**src/rtl/ps2_rx_fifo_if.sv**
```systemverilog
// Output byte stream of the PS/2 receiver: FIFO head, valid/ready handshake and occupancy.
interface ps2_rx_fifo_if #(
    parameter int unsigned FIFO_DEPTH = 8
);
    localparam int unsigned LVL_W = $clog2(FIFO_DEPTH) + 1;

    logic [7:0]       data;
    logic             valid;
    logic             ready;
    logic [LVL_W-1:0] level;

    modport master (output data, output valid, output level, input ready);
    modport slave  (input data, input valid, input level, output ready);
endinterface

```
**src/rtl/ps2_rx_fifo.sv**
```systemverilog
// PS/2 device-to-host receiver with deglitched clock, frame checking, inter-bit
// watchdog and a first-word fall-through byte FIFO.
// Optional macro PS2_PARITY_CHECK_EN: when defined, odd parity is part of the
// good-frame test; when undefined only the stop bit decides.
module ps2_rx_fifo #(
    parameter int unsigned FILTER_LEN     = 4,
    parameter int unsigned FIFO_DEPTH     = 8,
    parameter int unsigned TIMEOUT_CYCLES = 20000
) (
    input  logic            clk,
    input  logic            rst_n,
    input  logic            ps2_clk_i,
    input  logic            ps2_data_i,
    ps2_rx_fifo_if.master   bus,
    output logic            frame_err_o,
    output logic            overflow_o
);
    localparam int unsigned PTR_W  = $clog2(FIFO_DEPTH);
    localparam int unsigned LVL_W  = PTR_W + 1;
    localparam int unsigned FCNT_W = $clog2(FILTER_LEN + 1);
    localparam int unsigned TMR_W  = $clog2(TIMEOUT_CYCLES + 1);

    typedef enum logic [1:0] {S_IDLE, S_RECV, S_CHECK} state_t;

    logic              ps2c_meta_q, ps2c_sync_q;
    logic              ps2d_meta_q, ps2d_sync_q;
    logic              filt_q;
    logic [FCNT_W-1:0] fcnt_q;
    logic              fall_q;

    state_t            state_q;
    logic [3:0]        bit_cnt_q;
    logic [TMR_W-1:0]  timer_q;
    logic [7:0]        data_sr_q;
    logic              stop_q;
`ifdef PS2_PARITY_CHECK_EN
    logic              parity_q;
`endif
    logic              frame_err_q;
    logic              overflow_q;

    logic [7:0]        mem_q [FIFO_DEPTH];
    logic [PTR_W-1:0]  wr_ptr_q, rd_ptr_q;
    logic [LVL_W-1:0]  level_q;

    logic              frame_good_c;
    logic              full_c;
    logic              pop_c;
    logic              push_c;

    // Two-flop synchronisers for both pins, idling high.
    always_ff @(posedge clk or negedge rst_n) begin
        if (!rst_n) begin
            ps2c_meta_q <= 1'b1;
            ps2c_sync_q <= 1'b1;
            ps2d_meta_q <= 1'b1;
            ps2d_sync_q <= 1'b1;
        end else begin
            ps2c_meta_q <= ps2_clk_i;
            ps2c_sync_q <= ps2c_meta_q;
            ps2d_meta_q <= ps2_data_i;
            ps2d_sync_q <= ps2d_meta_q;
        end
    end

    // Clock deglitch: flip only after FILTER_LEN consecutive differing samples; strobe on 1->0.
    always_ff @(posedge clk or negedge rst_n) begin
        if (!rst_n) begin
            filt_q <= 1'b1;
            fcnt_q <= '0;
            fall_q <= 1'b0;
        end else begin
            fall_q <= 1'b0;
            if (ps2c_sync_q != filt_q) begin
                if (fcnt_q == FCNT_W'(FILTER_LEN - 1)) begin
                    filt_q <= ps2c_sync_q;
                    fcnt_q <= '0;
                    fall_q <= ~ps2c_sync_q;
                end else begin
                    fcnt_q <= fcnt_q + FCNT_W'(1);
                end
            end else begin
                fcnt_q <= '0;
            end
        end
    end

`ifdef PS2_PARITY_CHECK_EN
    assign frame_good_c = stop_q & (^{parity_q, data_sr_q});
`else
    assign frame_good_c = stop_q;
`endif

    assign full_c = (level_q == LVL_W'(FIFO_DEPTH));
    assign pop_c  = bus.valid & bus.ready;
    assign push_c = (state_q == S_CHECK) && frame_good_c && (!full_c || pop_c);

    // Frame FSM: start detect, LSB-first shift, watchdog, one-cycle check with error/overflow pulses.
    always_ff @(posedge clk or negedge rst_n) begin
        if (!rst_n) begin
            state_q     <= S_IDLE;
            bit_cnt_q   <= '0;
            timer_q     <= '0;
            data_sr_q   <= '0;
            stop_q      <= 1'b0;
`ifdef PS2_PARITY_CHECK_EN
            parity_q    <= 1'b0;
`endif
            frame_err_q <= 1'b0;
            overflow_q  <= 1'b0;
        end else begin
            frame_err_q <= 1'b0;
            overflow_q  <= 1'b0;
            case (state_q)
                S_IDLE: begin
                    if (fall_q && !ps2d_sync_q) begin
                        state_q   <= S_RECV;
                        bit_cnt_q <= '0;
                        timer_q   <= '0;
                    end
                end
                S_RECV: begin
                    if (fall_q) begin
                        timer_q   <= '0;
                        bit_cnt_q <= bit_cnt_q + 4'd1;
                        if (bit_cnt_q < 4'd8) begin
                            data_sr_q <= {ps2d_sync_q, data_sr_q[7:1]};
                        end
`ifdef PS2_PARITY_CHECK_EN
                        if (bit_cnt_q == 4'd8) begin
                            parity_q <= ps2d_sync_q;
                        end
`endif
                        if (bit_cnt_q == 4'd9) begin
                            stop_q  <= ps2d_sync_q;
                            state_q <= S_CHECK;
                        end
                    end else if (timer_q == TMR_W'(TIMEOUT_CYCLES - 1)) begin
                        frame_err_q <= 1'b1;
                        state_q     <= S_IDLE;
                        timer_q     <= '0;
                    end else begin
                        timer_q <= timer_q + TMR_W'(1);
                    end
                end
                S_CHECK: begin
                    if (!frame_good_c) begin
                        frame_err_q <= 1'b1;
                    end else if (!push_c) begin
                        overflow_q <= 1'b1;
                    end
                    state_q <= S_IDLE;
                end
                default: state_q <= S_IDLE;
            endcase
        end
    end

    // FIFO storage and pointers; push and pop may coincide.
    always_ff @(posedge clk or negedge rst_n) begin
        if (!rst_n) begin
            for (int i = 0; i < int'(FIFO_DEPTH); i++) begin
                mem_q[i] <= '0;
            end
            wr_ptr_q <= '0;
            rd_ptr_q <= '0;
            level_q  <= '0;
        end else begin
            if (push_c) begin
                mem_q[wr_ptr_q] <= data_sr_q;
                wr_ptr_q        <= wr_ptr_q + PTR_W'(1);
            end
            if (pop_c) begin
                rd_ptr_q <= rd_ptr_q + PTR_W'(1);
            end
            case ({push_c, pop_c})
                2'b10:   level_q <= level_q + LVL_W'(1);
                2'b01:   level_q <= level_q - LVL_W'(1);
                default: level_q <= level_q;
            endcase
        end
    end

    assign bus.data    = mem_q[rd_ptr_q];
    assign bus.valid   = (level_q != '0);
    assign bus.level   = level_q;
    assign frame_err_o = frame_err_q;
    assign overflow_o  = overflow_q;
endmodule
```
**src/flat_wrapper.sv**
```systemverilog
// flat-port wrapper written by rule: the top's interface ports become plain ports
module ps2_rx_fifo_flat 
#(
    parameter int unsigned FILTER_LEN     = 4,
    parameter int unsigned FIFO_DEPTH     = 8,
    parameter int unsigned TIMEOUT_CYCLES = 20000
)
  (clk, rst_n, ps2_clk_i, ps2_data_i, frame_err_o, overflow_o, bus_data, bus_valid, bus_level, bus_ready);
  ps2_rx_fifo_if #(.FIFO_DEPTH(FIFO_DEPTH)) bus_i ();
  input  logic clk;
  input  logic rst_n;
  input  logic ps2_clk_i;
  input  logic ps2_data_i;
  output logic frame_err_o;
  output logic overflow_o;
  output wire logic [$bits(bus_i.data)-1:0] bus_data;
  output wire logic [$bits(bus_i.valid)-1:0] bus_valid;
  output wire logic [$bits(bus_i.level)-1:0] bus_level;
  input wire logic [$bits(bus_i.ready)-1:0] bus_ready;
  assign bus_data = bus_i.data;
  assign bus_valid = bus_i.valid;
  assign bus_level = bus_i.level;
  assign bus_i.ready = bus_ready;
  ps2_rx_fifo #(.FILTER_LEN(FILTER_LEN), .FIFO_DEPTH(FIFO_DEPTH), .TIMEOUT_CYCLES(TIMEOUT_CYCLES)) u_core (.clk(clk), .rst_n(rst_n), .ps2_clk_i(ps2_clk_i), .ps2_data_i(ps2_data_i), .bus(bus_i), .frame_err_o(frame_err_o), .overflow_o(overflow_o));
endmodule
```
**config.mk**
```make
export PLATFORM = sky130hd
export DESIGN_NAME = ps2_rx_fifo_flat
export DESIGN_NICKNAME = d
export VERILOG_FILES = /design/src/rtl/ps2_rx_fifo_if.sv /design/src/rtl/ps2_rx_fifo.sv /design/src/flat_wrapper.sv
export SDC_FILE = /design/constraint.sdc
export NUM_CORES = 1
export LEC_CHECK = 0
export ABC_CLOCK_PERIOD_IN_PS = 3800
export CORE_ASPECT_RATIO = 0.8
export CORE_MARGIN = 1.5
export CORE_UTILIZATION = 51
export DETAILED_ROUTE_END_ITERATION = 10
export GPL_TIMING_DRIVEN = 1
export PLACE_DENSITY = 0.73
export RECOVER_POWER = 100
export SETUP_SLACK_MARGIN = 0.5
export SYNTH_ARGS = -nofsm -noshare
export SYNTH_HDL_FRONTEND = slang
export SYNTH_SLANG_ARGS = --single-unit
```
**constraint.sdc**
```tcl
create_clock -name clk -period 3.8 [get_ports clk]
set_input_delay 1.14 -clock clk [delete_from_list [all_inputs] [get_ports clk]]
set_output_delay 1.14 -clock clk [all_outputs]
set_load 0.005 [all_outputs]
```
======== After elaboration in Yosys (flattened, before gate mapping) ========
Cells that the tools add are included.
storage, ports and cells
  bits in registers ....................... 115
  latch bits .............................. 0
  memory bits (writable) .................. 0
  ROM bits ................................ 0
  output and inout bits ................... 15
  logic and storage cells ................. 100
  memories ................................ 0
cells by class
  add/sub/neg operators ................... 7
  multiply operators ...................... 0
  divide/modulo/power cells ............... 0
  order comparisons ....................... 4
  equal/unequal tests ..................... 13
  shift operators ......................... 0
  muxes and demuxes ....................... 30
  bitwise operators ....................... 4
  reductions and logical operators ........ 17
operators with widths
  kind                   count
  $bwmux 64              1
  $mux 15                3
  $pmux 15 s2            1
  $bmux 8 s3             1
  $demux 8 s3            1
  $mux 8                 3
  $pmux 4 s2             2
  $add 15x1->15 const B  1
  $eq 15x15->1 const B   1
  $reduce_and 3->1       4
  $add 3x1->3 const B    3
  $add 4x1->4 const B    2
  $eq 4x4->1 const B     2
  $ge 4x4->1 const B     2
  $mux 1                 8
  $mux 2                 4
  $mux 4                 2
  $not 3->4              2
  $mux 3                 2
  $eq 2x1->1 const B     2
  $eq 2x2->1 const B     2
  $logic_and 1x1->1      4
  $lt 4x1->1 const B     1
  $lt 4x4->1 const B     1
  other kinds (16)       20

======== Logic depth before layout (Yosys ltp) ========
  depth in word-level cells ............... 7
  mapped depth ............................ 12
  depth with buffers taken out ............ 12

======== Worst setup path before layout ========
OpenSTA, ideal clock, no wires.
  path kind ............................... register -> output
  from .................................... register u_core.rd_ptr_q[0]
  to ...................................... output port bus_data[0]
  arrival time ............................ 1.673 ns
  data required time ...................... 2.660 ns
  slack ................................... 0.987 ns
  stages on the path, launching flop included .. 5
  path buffers ............................ 2
  cell sequence ........................... dfrtp_1 buf_2 buf_2 mux4_2 mux2_2
on the way
  longest elaborated chain between the ends .. 4
ends and longest elaborated chain
  element                                    RTL line            RTL
  start, declared                            ps2_rx_fifo.sv:43   logic [PTR_W-1:0] wr_ptr_q, rd_ptr_q;
  start signal, assigned                     ps2_rx_fifo.sv:174  rd_ptr_q <= rd_ptr_q + PTR_W'(1);
  $not 3->4 (implied by the code)            ps2_rx_fifo.sv:184  assign bus.data = mem_q[rd_ptr_q];
  $bmux 8 s3                                 ps2_rx_fifo.sv:184
  $mux 8 (implied by the code) (2 in a row)  ps2_rx_fifo.sv:184
  end, declared                              flat_wrapper.sv:16  output wire logic [$bits(bus_i.data)-1:0] bus_data;
No other way between the ends. The select of a mux whose other input is x is not followed.

======== Final worst setup path ========
  from .................................... register u_core.rd_ptr_q[0]
  to ...................................... output port bus_data[3]
The elaborated chain is that of the path after synthesis.

==> metrics.txt <==
outcome=finished, violations left; violations in the final reports=max-capacitance violations, max-slew violations; number of standard cells after synthesis=417; ratio of final minimum period to clock period=90.6%; GRT overflow=0; length in cells of the worst reg-to-reg path=11; pin count of the biggest net entering global routing=69; primary flip-flop cell chosen by synthesis mapping=dfrtp_1; ratio of total power to cell area=575 nW/um^2; die area=11500 sq um; Die W=119 microns; leakage power of the design=2.99 nW; Worst Hold Class=register to register; biggest fanout along the worst timing path=7; Clock Tree Root=clkbuf_16; Via density=5.77; number of distinct library cell variants in the gate-level netlist after synthesis=53; height of the chip=96.0 microns; worst flop-to-flop path startpoint=u_core.bus.level[0]; Final Hold Vio Count=0; worst setup path end=bus_data[3]; setup slack of the most critical reg-to-reg path=1.11 ns; Antenna Violating Nets Remaining=0; setup repair after global routing missed its margin=yes; cell area after technology mapping=5520 sq um; Initial Util=53.0%; vias in the first global route=3519; min cycle time layout=3.44 ns; worst-case clock skew=0.0104 ns; global-route wire length before repair=18300 microns; EDFF count, synth=0; yosys warns=0; HPWL after DPL=6730 microns; CTS tree=done; Total Nets Final=465; total track usage=21.5%; Initial DRC Count=171; Synth Register Bits=115; cell with the largest stage delay on the worst path=mux4_2; Critical Path, Cell by Cell=buf_4 > clkbuf_2 > mux4_2 > mux2_1 > dlygate4sd2_1; buffering stage count on the worst path with inverters included=3; top cells by area, synth=dfrtp_1 (50%), mux2_2 (18%), mux4_2 (6.5%), ha_1 (2.7%), dfstp_2 (2.4%); R2R Path End=u_core.bus.level[2]; origin of the worst min-delay path=u_core.ps2d_meta_q; clock-pin slew on the worst setup and hold paths=0.05 ns; maximum ir drop on the vdd rail=0.000438 V; area share of the largest cell type after synthesis=49.9%; total clock sinks=115; max-cap check violation count=1; f_max=290 MHz; Worst setup startpoint=u_core.rd_ptr_q[0]; number of placement rows=33; fin. max-slew vios=69; family with the most delay on the worst path=multiplexers; area delta synth->final=17.0%; Slew HR=-7.71%; dominant cell type by area after synthesis=dfrtp_1; drt pass-1 iters=4; crit path launch type=register; CTS H-tree lvls=4; Placer Congestion=0.802; portion of the post-synthesis area used by sequential elements=52.3%; detailed-route via count=3467; final routed DRC violation total=0; post-synthesis net count=434; endpoint type of the worst setup path=primary output; top-level I/O count=20; total number of cells along the worst setup path=5; Post-Route WL=10900 microns; category of the critical setup timing path=register to primary output; n_diodes=0; Pwr Total=3.71 mW; Async S/R FF share, synth=100%; count of buffers inserted at the top-level ports=19; setup tns final=0 ns; share of post-route cells with drive strength above 1=33.0%; required time worst endpoint=2.66 ns; layout filler cell count=781; number of buffers inserted during clock tree synthesis=17; Post-synth top cells=dfrtp_1 (110), mux2_2 (86), nand2_1 (18); largest stage delay on the critical path=0.54 ns; average detailed-routed wire length per instance=18.1 microns; setup violators final=0; pin slew with the least headroom to its limit=1.62 ns; core region area=10400 sq um; Worst EP arrival=2.30 ns; cell with the most instances after synthesis=dfrtp_1; antenna violations before repair=0; Clock Path Buffers=2; worst-skew pair later-pin latency=0.41 ns; post-synthesis average cell area=13.2 sq um
-- worst min path at each step --
stage | to | depth (start not counted)
floorplan | u_core.ps2c_sync_q | 0
global placement | u_core.ps2c_sync_q | 0
detailed placement | u_core.ps2d_sync_q | 0
CTS | u_core.ps2d_sync_q | 0
global route | u_core.ps2d_sync_q | 0
finish | u_core.ps2d_sync_q | 0
-- worst register-to-register path: cells and delay by family, from the launching register on --
kind                       cells  cell delay (ns)
xor gates and xnor gates       3             0.48
adders and majority gates      2             0.44
and+or+nand+nor                4             0.95
AOI/OAI and AO/OA              1             0.15
DFF                            1             0.45
buffers and inverters          1             0.08
-- sequential cells by signal, indices dropped and copies added, names as in the netlist --
signal and count:
u_core.fcnt_q 3, u_core.data_sr_q 8, u_core.frame_err_o 1, u_core.bus.level 4, u_core.ps2c_meta_q 1, u_core.wr_ptr_q 3
u_core.timer_q 15, u_core.ps2d_sync_q 1, u_core.mem_q 64, u_core.filt_q 1, u_core.overflow_o 1, u_core.bit_cnt_q 4
u_core.frame_good_c 1, u_core.state_q 2, u_core.fall_q 1, u_core.rd_ptr_q 3, u_core.ps2c_sync_q 1, u_core.ps2d_meta_q 1
-- cells by family (layout without fill, tap and decap cells) --
group / Yosys count / count (layout) / share of synthesized area (%)
buffers and inverters: 32 / 76 / 2.31
xor gates and xnor gates: 13 / 13 / 2.06
adders and majority gates: 12 / 12 / 2.72
DFF: 115 / 115 / 52.3
and+or+nand+nor: 94 / 94 / 10.6
muxes: 103 / 103 / 24.3
AOI/OAI and AO/OA: 48 / 48 / 5.76
-- per-stage QoR --
step	std cells	util (%)	instance area (sq um)	setup slack (ns)	hold slack [ns]
2_1_floorplan	417	-	5520	0.987	0.345
6_report	601	62.0	6450	0.356	0.353
3_5_place_dp	562	56.3	5850	0.397	0.347
5_1_grt	601	62.0	6450	0.246	0.354
4_1_cts	600	63.0	6560	0.429	0.351
3_3_place_gp	562	56.3	5850	0.571	0.346
-- where the power goes --
| group | total [mW] | switching [mW] | internal, mW |
|---|---|---|---|
| Combinational | 0.642 | 0.313 | 0.329 |
| Sequential | 1.40 | 0.101 | 1.30 |
| Clock | 1.67 | 0.541 | 1.13 |
| Total | 3.71 | 0.955 | 2.75 |
-- final cells by class --
type / instances / area, sq um / area share, %
clock buffer: 22 / 464 / 7.19
clock inverter: 10 / 155 / 2.40
inverter: 12 / 45.0 / 0.698
multi-input combinational: 270 / 2450 / 37.9
sequential: 115 / 2890 / 44.7
tap: 140 / 175 / 2.71
timing repair buffer: 32 / 282 / 4.36
-- what timing repair did --
item / in CTS / in global routing
resized for setup: 13 / 12
gates cloned: 1 / 0
hold buffers: 0 / 0
endpoints found under the hold margin: 0 / 0
setup buffers: 5 / 1
setup endpoints to repair: 8 / 5
-- routing by layer --
metal | vias up | wire length (microns) | GRT usage, %
met3 | 18 | 489 | 6.22
met2 | 66 | 5030 | 30.8
met4 | 0 | 172 | 8.63
li1 | 1614 | - | -
met1 | 1769 | 5180 | 31.1
met5 | - | 0 | 0
-- placed cells by master, fill, tap and decap left out, drive strengths merged, types with 3 or more instances in the layout --
master	netlist	layout
a211oi	7	7
a21oi	6	6
a31o	3	3
a31oi	4	4
and2	3	3
and3	4	4
buf	14	9
bufinv	0	4
clkbuf	6	30
clkdlybuf4s25	0	3
clkinv	0	4
dfrtp	110	110
dfstp	5	5
dlygate4sd3	0	9
ha	12	12
inv	12	12
mux2	86	86
mux4	16	16
nand2	18	18
nand2b	3	3
nand3	9	9
nand4	10	10
nor2	16	16
nor2b	4	4
nor3	6	6
nor3b	3	3
nor4	4	4
o21ai	17	17
xnor2	9	9
xor2	4	4
(Power assumes the default switching activity.)
